<file path="config.mk">
export PLATFORM = sky130hd
export DESIGN_NAME = alu_flag_writeback_flat
export DESIGN_NICKNAME = d
export VERILOG_FILES = /design/src/rtl/alu_flag_writeback_if.sv /design/src/rtl/alu_flag_writeback.sv /design/src/flat_wrapper.sv
export SDC_FILE = /design/constraint.sdc
export NUM_CORES = 1
export LEC_CHECK = 0
export ABC_AREA = 1
export CORE_MARGIN = 4
export CORE_UTILIZATION = 50
export DETAILED_ROUTE_END_ITERATION = 7
export PLACE_DENSITY_LB_ADDON = 0.15
export SYNTH_ARGS = -nofsm -noshare
export SYNTH_HDL_FRONTEND = slang
export SYNTH_SLANG_ARGS = --single-unit
</file>
<file path="constraint.sdc">
create_clock -name clk -period 11.5 [get_ports clk]
set_clock_uncertainty 0.05 [all_clocks]
set_input_delay 3.45 -clock clk [delete_from_list [all_inputs] [get_ports clk]]
set_output_delay 3.45 -clock clk [all_outputs]
set_load 0.01 [all_outputs]
</file>
<file path="src/rtl/alu_flag_writeback_if.sv">
// alu_flag_writeback_if
//   Bundles the two handshake channels of the ALU result stage.
//   Upstream channel (from the add/sub datapath):
//     in_valid, in_ready, in_a[63:0], in_b[63:0], in_sel, in_result[63:0]
//   Downstream channel (toward the writeback consumer):
//     out_valid, out_ready, out_result[63:0], out_flags[3:0] = {N, Z, C, V}
//   Modports:
//     slave  - the result stage: consumes in_*, produces out_*.
//     master - the environment: drives in_* and out_ready.
interface alu_flag_writeback_if;
  logic        in_valid;
  logic        in_ready;
  logic [63:0] in_a;
  logic [63:0] in_b;
  logic        in_sel;
  logic [63:0] in_result;
  logic        out_valid;
  logic        out_ready;
  logic [63:0] out_result;
  logic [3:0]  out_flags;

  modport slave (
    input  in_valid, in_a, in_b, in_sel, in_result, out_ready,
    output in_ready, out_valid, out_result, out_flags
  );

  modport master (
    output in_valid, in_a, in_b, in_sel, in_result, out_ready,
    input  in_ready, out_valid, out_result, out_flags
  );
endinterface

</file>
<file path="src/rtl/alu_flag_writeback.sv">
// alu_flag_writeback
//   Registered result stage behind the 64-bit add/sub datapath. Captures the
//   adder result with its operands and op select, derives N/Z/C/V flags and
//   buffers {result, flags} in a DEPTH-entry FIFO toward writeback.
//
//   Parameters:
//     DEPTH       FIFO entries, power of two, >= 2.
//   Ports:
//     clk         rising-edge clock.
//     rst_n       asynchronous active-low reset.
//     bus         alu_flag_writeback_if.slave (both handshake channels).
//     sticky_clr  synchronous clear of sticky overflow state.
//     sticky_v    sticky signed-overflow flag.
//     ovf_count   saturating count of overflowing pushes.
//
//   Optional feature: define ALU_STICKY_FLAGS_EN to build the sticky overflow
//   flag and counter. Without it sticky_clr is ignored and sticky_v/ovf_count
//   are tied to 0.
module alu_flag_writeback #(
  parameter int DEPTH = 2
) (
  input  logic                 clk,
  input  logic                 rst_n,
  alu_flag_writeback_if.slave  bus,
  input  logic                 sticky_clr,
  output logic                 sticky_v,
  output logic [15:0]          ovf_count
);

  localparam int PW = $clog2(DEPTH);
  localparam int CW = PW + 1;

  typedef struct packed {
    logic n;
    logic z;
    logic c;
    logic v;
  } flags_t;

  // ---------------------------------------------------------------------------
  // Flag derivation from the incoming bundle. Only the MSBs of the operands
  // matter: the carry-out is reconstructed from the top bit of A, the top bit
  // of the (possibly inverted) B and the top bit of the sum.
  // ---------------------------------------------------------------------------
  logic   a_msb;
  logic   b_msb;
  logic   r_msb;
  flags_t in_flags;

  assign a_msb = bus.in_a[63];
  assign b_msb = bus.in_b[63] ^ bus.in_sel;  // SUB feeds ~B to the adder
  assign r_msb = bus.in_result[63];

  // NOTE: every output of an always_comb is assigned on every path (here a
  // default first), otherwise synthesis infers a latch.
  always_comb begin
    in_flags   = '0;
    in_flags.n = r_msb;
    in_flags.z = (bus.in_result == 64'd0);
    in_flags.c = (a_msb & b_msb) | ((a_msb ^ b_msb) & ~r_msb);
    in_flags.v = ~(a_msb ^ b_msb) & (a_msb ^ r_msb);
  end

  // Low operand bits feed the adder, not this stage.
  logic unused_low_bits;
  assign unused_low_bits = ^{bus.in_a[62:0], bus.in_b[62:0]};

  // ---------------------------------------------------------------------------
  // FIFO control
  // ---------------------------------------------------------------------------
  logic [PW-1:0] wr_ptr;
  logic [PW-1:0] rd_ptr;
  logic [CW-1:0] count;
  logic          push;
  logic          pop;

  assign bus.in_ready  = (count != CW'(DEPTH));
  assign bus.out_valid = (count != '0);
  assign push          = bus.in_valid && bus.in_ready;
  assign pop           = bus.out_valid && bus.out_ready;

  // NOTE: state registers use non-blocking assignments so every flop samples
  // pre-edge values regardless of statement order.
  always_ff @(posedge clk or negedge rst_n) begin
    if (!rst_n) begin
      wr_ptr <= '0;
      rd_ptr <= '0;
      count  <= '0;
    end else begin
      if (push) wr_ptr <= wr_ptr + PW'(1);  // DEPTH is a power of two: natural wrap
      if (pop)  rd_ptr <= rd_ptr + PW'(1);
      case ({push, pop})
        2'b10:   count <= count + CW'(1);
        2'b01:   count <= count - CW'(1);
        default: count <= count;
      endcase
    end
  end

  // ---------------------------------------------------------------------------
  // Storage. Entries are only observed while count says they are valid, and
  // the empty-state output comes from the hold registers below.
  // NOTE: the storage array is deliberately not reset; it holds no control
  // state, so it can map to plain flops/RAM without reset routing.
  // ---------------------------------------------------------------------------
  logic [63:0] result_mem [DEPTH];
  flags_t      flags_mem  [DEPTH];

  always_ff @(posedge clk) begin
    if (push) begin
      result_mem[wr_ptr] <= bus.in_result;
      flags_mem[wr_ptr]  <= in_flags;
    end
  end

  // Last popped entry, presented while empty; also provides the zero output
  // after reset without resetting the array.
  logic [63:0] hold_result;
  flags_t      hold_flags;

  always_ff @(posedge clk or negedge rst_n) begin
    if (!rst_n) begin
      hold_result <= '0;
      hold_flags  <= '0;
    end else if (pop) begin
      hold_result <= result_mem[rd_ptr];
      hold_flags  <= flags_mem[rd_ptr];
    end
  end

  assign bus.out_result = bus.out_valid ? result_mem[rd_ptr] : hold_result;
  assign bus.out_flags  = bus.out_valid ? flags_mem[rd_ptr]  : hold_flags;

  // ---------------------------------------------------------------------------
  // Sticky overflow flag and saturating counter
  // ---------------------------------------------------------------------------
`ifdef ALU_STICKY_FLAGS_EN
  logic        ovf_push;
  logic        sticky_q;
  logic [15:0] ovf_q;

  assign ovf_push = push && in_flags.v;

  always_ff @(posedge clk or negedge rst_n) begin
    if (!rst_n) begin
      sticky_q <= 1'b0;
      ovf_q    <= '0;
    end else if (sticky_clr) begin
      // A same-cycle overflow survives the clear as the first new event.
      sticky_q <= ovf_push;
      ovf_q    <= {15'd0, ovf_push};
    end else if (ovf_push) begin
      sticky_q <= 1'b1;
      if (ovf_q != 16'hFFFF) ovf_q <= ovf_q + 16'd1;
    end
  end

  assign sticky_v  = sticky_q;
  assign ovf_count = ovf_q;
`else
  logic unused_sticky_clr;
  assign unused_sticky_clr = sticky_clr;
  assign sticky_v          = 1'b0;
  assign ovf_count         = 16'd0;
`endif

endmodule

</file>
<file path="src/flat_wrapper.sv">
// flat-port wrapper written by rule: the top's interface ports become plain ports
module alu_flag_writeback_flat 
#(
  parameter int DEPTH = 2
)
  (clk, rst_n, sticky_clr, sticky_v, ovf_count, bus_in_valid, bus_in_a, bus_in_b, bus_in_sel, bus_in_result, bus_out_ready, bus_in_ready, bus_out_valid, bus_out_result, bus_out_flags);
  alu_flag_writeback_if bus_i ();
  input  logic clk;
  input  logic rst_n;
  input  logic sticky_clr;
  output logic sticky_v;
  output logic [15:0] ovf_count;
  input wire logic [$bits(bus_i.in_valid)-1:0] bus_in_valid;
  input wire logic [$bits(bus_i.in_a)-1:0] bus_in_a;
  input wire logic [$bits(bus_i.in_b)-1:0] bus_in_b;
  input wire logic [$bits(bus_i.in_sel)-1:0] bus_in_sel;
  input wire logic [$bits(bus_i.in_result)-1:0] bus_in_result;
  input wire logic [$bits(bus_i.out_ready)-1:0] bus_out_ready;
  output wire logic [$bits(bus_i.in_ready)-1:0] bus_in_ready;
  output wire logic [$bits(bus_i.out_valid)-1:0] bus_out_valid;
  output wire logic [$bits(bus_i.out_result)-1:0] bus_out_result;
  output wire logic [$bits(bus_i.out_flags)-1:0] bus_out_flags;
  assign bus_i.in_valid = bus_in_valid;
  assign bus_i.in_a = bus_in_a;
  assign bus_i.in_b = bus_in_b;
  assign bus_i.in_sel = bus_in_sel;
  assign bus_i.in_result = bus_in_result;
  assign bus_i.out_ready = bus_out_ready;
  assign bus_in_ready = bus_i.in_ready;
  assign bus_out_valid = bus_i.out_valid;
  assign bus_out_result = bus_i.out_result;
  assign bus_out_flags = bus_i.out_flags;
  alu_flag_writeback #(.DEPTH(DEPTH)) u_core (.clk(clk), .rst_n(rst_n), .bus(bus_i), .sticky_clr(sticky_clr), .sticky_v(sticky_v), .ovf_count(ovf_count));
endmodule
</file>
==> flow_metrics.tcl <==
set metrics [dict create \
    tns_ns 0 \
    pre_cts_slack_ns 5.52 \
    antenna_found_initial 0 \
    r2r_cells 7 \
    synth_cells 903 \
    antenna_left 0 \
    gp_routability_congestion 0.734 \
    cap_violations 0 \
    nets 1229 \
    post_cts_resized 0 \
    status "completed" \
    clockBufferDepth 3 \
    hold_depth 2 \
    synth_top_cell_area_share 0.456 \
    grt_pass1_wl_mm 30.0 \
    worst_hold_path_type "flop to flop" \
    fillers 1464 \
    max_slew_margin 0.333 \
    core_area_um2 17300 \
    initial_core_util 0.510 \
    fmax_mhz 153 \
    postCtsSetupBuffers 0 \
    syn-mean-instance-area_um2 9.77 \
    power_mw 3.02 \
    synth_area_leaders "edfxtp_1 46%, dfrtp_1 20%, nand2_1 15%" \
    cts.sinks 205 \
    finalCritPeriodShare 0.568 \
    critical_path_class "flop to primary output" \
    setup_violations 0 \
    die_w_um 141 \
    dieArea_um2 19800 \
    fin_util 0.630 \
    dp_cells 1229 \
    drc 0 \
    cts_buffers 23 \
    diodes 0 \
    worst_pin_slew_ns 1.00 \
    clkLatencyLatePin_ns 0.48 \
    slew_violations 0 \
    wl_per_cell_um 14.8 \
    synth.largest_area_cell "edfxtp_1" \
    root_buffer "clkbuf_16" \
    instances_no_fill 1269 \
    max-vdd-ir-drop_v 0.000170 \
    tritoncts "built" \
    path_clk_slew_ns 0.05 \
    hold_viol 0 \
    place_hpwl_mm 11.3 \
    io_pins 285 \
    viasPerCell 4.85 \
    fp.dieH_um 141 \
    power_density_nw_per_um2 277 \
    vias 6154 \
    io_buffers 140 \
    synth.yosys.seq_area_share 0.657 \
    wirelength_mm 18.7 \
    cp.required_ns 8.00 \
    path_max_fanout 86 \
    multiInputGateArea_um2 2360 \
    grt_use_total 0.188 \
    min_period_ns 6.53 \
    grt_max_degree 87 \
    grt_setup_unrepaired "no" \
    start_kind "flop" \
    htreeDepth 1 \
    crit_path_end_kind "primary output" \
    drive_gt1_frac 0.0393 \
    syn_area_um2 8820 \
    syn2layout_area_growth_pct 23.6 \
    grt_overflow 0 \
    ys_ff_latch 205 \
    worstPathArrival_ns 3.03 \
    grt_pass1_vias 6011 \
    worst_slack_ns 4.97 \
    drtIter0Drc 415 \
    ys_types 24 \
    yosys_warnings 0 \
    regArea_um2 5800 \
    hold_buffers 0 \
    placementRows 48 \
    firstDrtPassIters 5 \
    p_leak_nw 4.67 \
]
==> critical path, stage by stage, from the launching register on <==
cell and delay [ns]:
dfrtp_1 0.44, nor2_2 0.07, inv_4 0.33, buf_4 0.74, nand2_1 0.13, o21ai_0 0.17, clkdlybuf4s50_1 0.61
==> registers in the layout (all words and copies together) (netlist names) <==
name                count
u_core.flags_mem        8
u_core.hold_flags       4
u_core.hold_result     63
u_core.result_mem     126
u_core.wr_ptr           1
u_core.rd_ptr           1
u_core.count            2
==> cell families after synthesis <==
logic type / share of synthesized area
AOI/OAI and AO/OA: 0.0786
and+or+nand+nor: 0.172
adders and majority gates: 0.00284
buffers and inverters: 0.0834
xor gates and xnor gates: 0.00496
DFF: 0.657
other: 0.000425
==> per-stage QoR <==
step / area, um2 / hold slack (ns)
2_1_floorplan: 8880 / 0.433
3_3_place_gp: 10200 / 0.445
3_5_place_dp: 10200 / 0.453
4_1_cts: 10900 / 0.466
5_1_grt: 10900 / 0.494
6_report: 10900 / 0.465
==> worst paths after layout <==
kind	slack, ns	start	end
worst max-delay path	4.97	u_core.count[0]$_DFFE_PN0P_	bus_out_result[13]
worst min-delay path	0.47	u_core.hold_result[11]$_DFFE_PN0P_	u_core.hold_result[11]$_DFFE_PN0P_
worst max register to register	8.23	u_core.count[0]$_DFFE_PN0P_	u_core.hold_result[48]$_DFFE_PN0P_
worst min register to register	0.47	u_core.hold_result[11]$_DFFE_PN0P_	u_core.hold_result[11]$_DFFE_PN0P_
max in group asynchronous	7.62	rst_n	u_core.rd_ptr$_DFFE_PN0P_
min in group asynchronous	3.08	rst_n	u_core.hold_result[31]$_DFFE_PN0P_
==> routing by layer <==
| metal | vias up | part of all wire | global-route usage | routed length (um) |
|---|---|---|---|---|
| met4 | 0 | 0.019 | 0.0505 | 354 |
| met5 | - | 0 | 0 | 0 |
| met3 | 30 | 0.069 | 0.0373 | 1290 |
| met1 | 2836 | 0.44 | 0.251 | 8200 |
| met2 | 179 | 0.47 | 0.318 | 8880 |
| li1 | 3109 | - | - | - |
==> power by group <==
| part | leakage, nW | total [mW] | internal, mW | switching (mW) |
|---|---|---|---|---|
| Sequential | 2.12 | 1.10 | 1.04 | 0.0589 |
| Combinational | 2.23 | 1.28 | 0.528 | 0.752 |
| Clock | 0.317 | 0.645 | 0.379 | 0.266 |
==> synthesized netlist by cell type, drive strengths merged <==
library cell,count
nand2,354
dfrtp,71
nor2,37
xor2,2
inv,93
buf,43
nand4,4
a21oi,2
ha,2
and2,3
conb,1
o21bai,1
edfxtp,134
clkbuf,18
o21ai,135
xnor2,3
==> cells in the final DEF (no fill, tap or decap) <==
| cell | Yosys | final |
|---|---|---|
| inv_1 | 90 | 90 |
| clkbuf_8 | 0 | 1 |
| inv_4 | 2 | 2 |
| buf_4 | 24 | 7 |
| dfrtp_1 | 71 | 70 |
| conb_1 | 1 | 17 |
| xnor2_1 | 3 | 3 |
| and2_1 | 3 | 3 |
| o21ai_1 | 24 | 24 |
| clkdlybuf4s50_1 | 0 | 139 |
| nor2_2 | 1 | 1 |
| clkinv_2 | 0 | 1 |
| clkbuf_16 | 0 | 23 |
| nand4_1 | 4 | 4 |
| o21bai_1 | 1 | 1 |
| inv_8 | 0 | 1 |
| nand2_4 | 1 | 1 |
| o21ai_0 | 111 | 111 |
| dfrtp_2 | 0 | 1 |
| a21oi_1 | 2 | 2 |
| xor2_1 | 2 | 2 |
| nand2_1 | 353 | 353 |
| edfxtp_1 | 134 | 134 |
| nor2_1 | 36 | 34 |
| clkbuf_1 | 17 | 14 |
| inv_2 | 1 | 1 |
| ha_1 | 2 | 2 |
| nor2_4 | 0 | 2 |
==> layout make-up <==
class,instances,share of cell area
flip-flops and latches,205,0.532
multi-input cells,560,0.217
repair buffers,146,0.132
clock buffers,38,0.0589
inverters,93,0.0325
well taps,225,0.0258
clock inverters,2,0.00149
No activity file was read; power rests on OpenSTA's default activity.
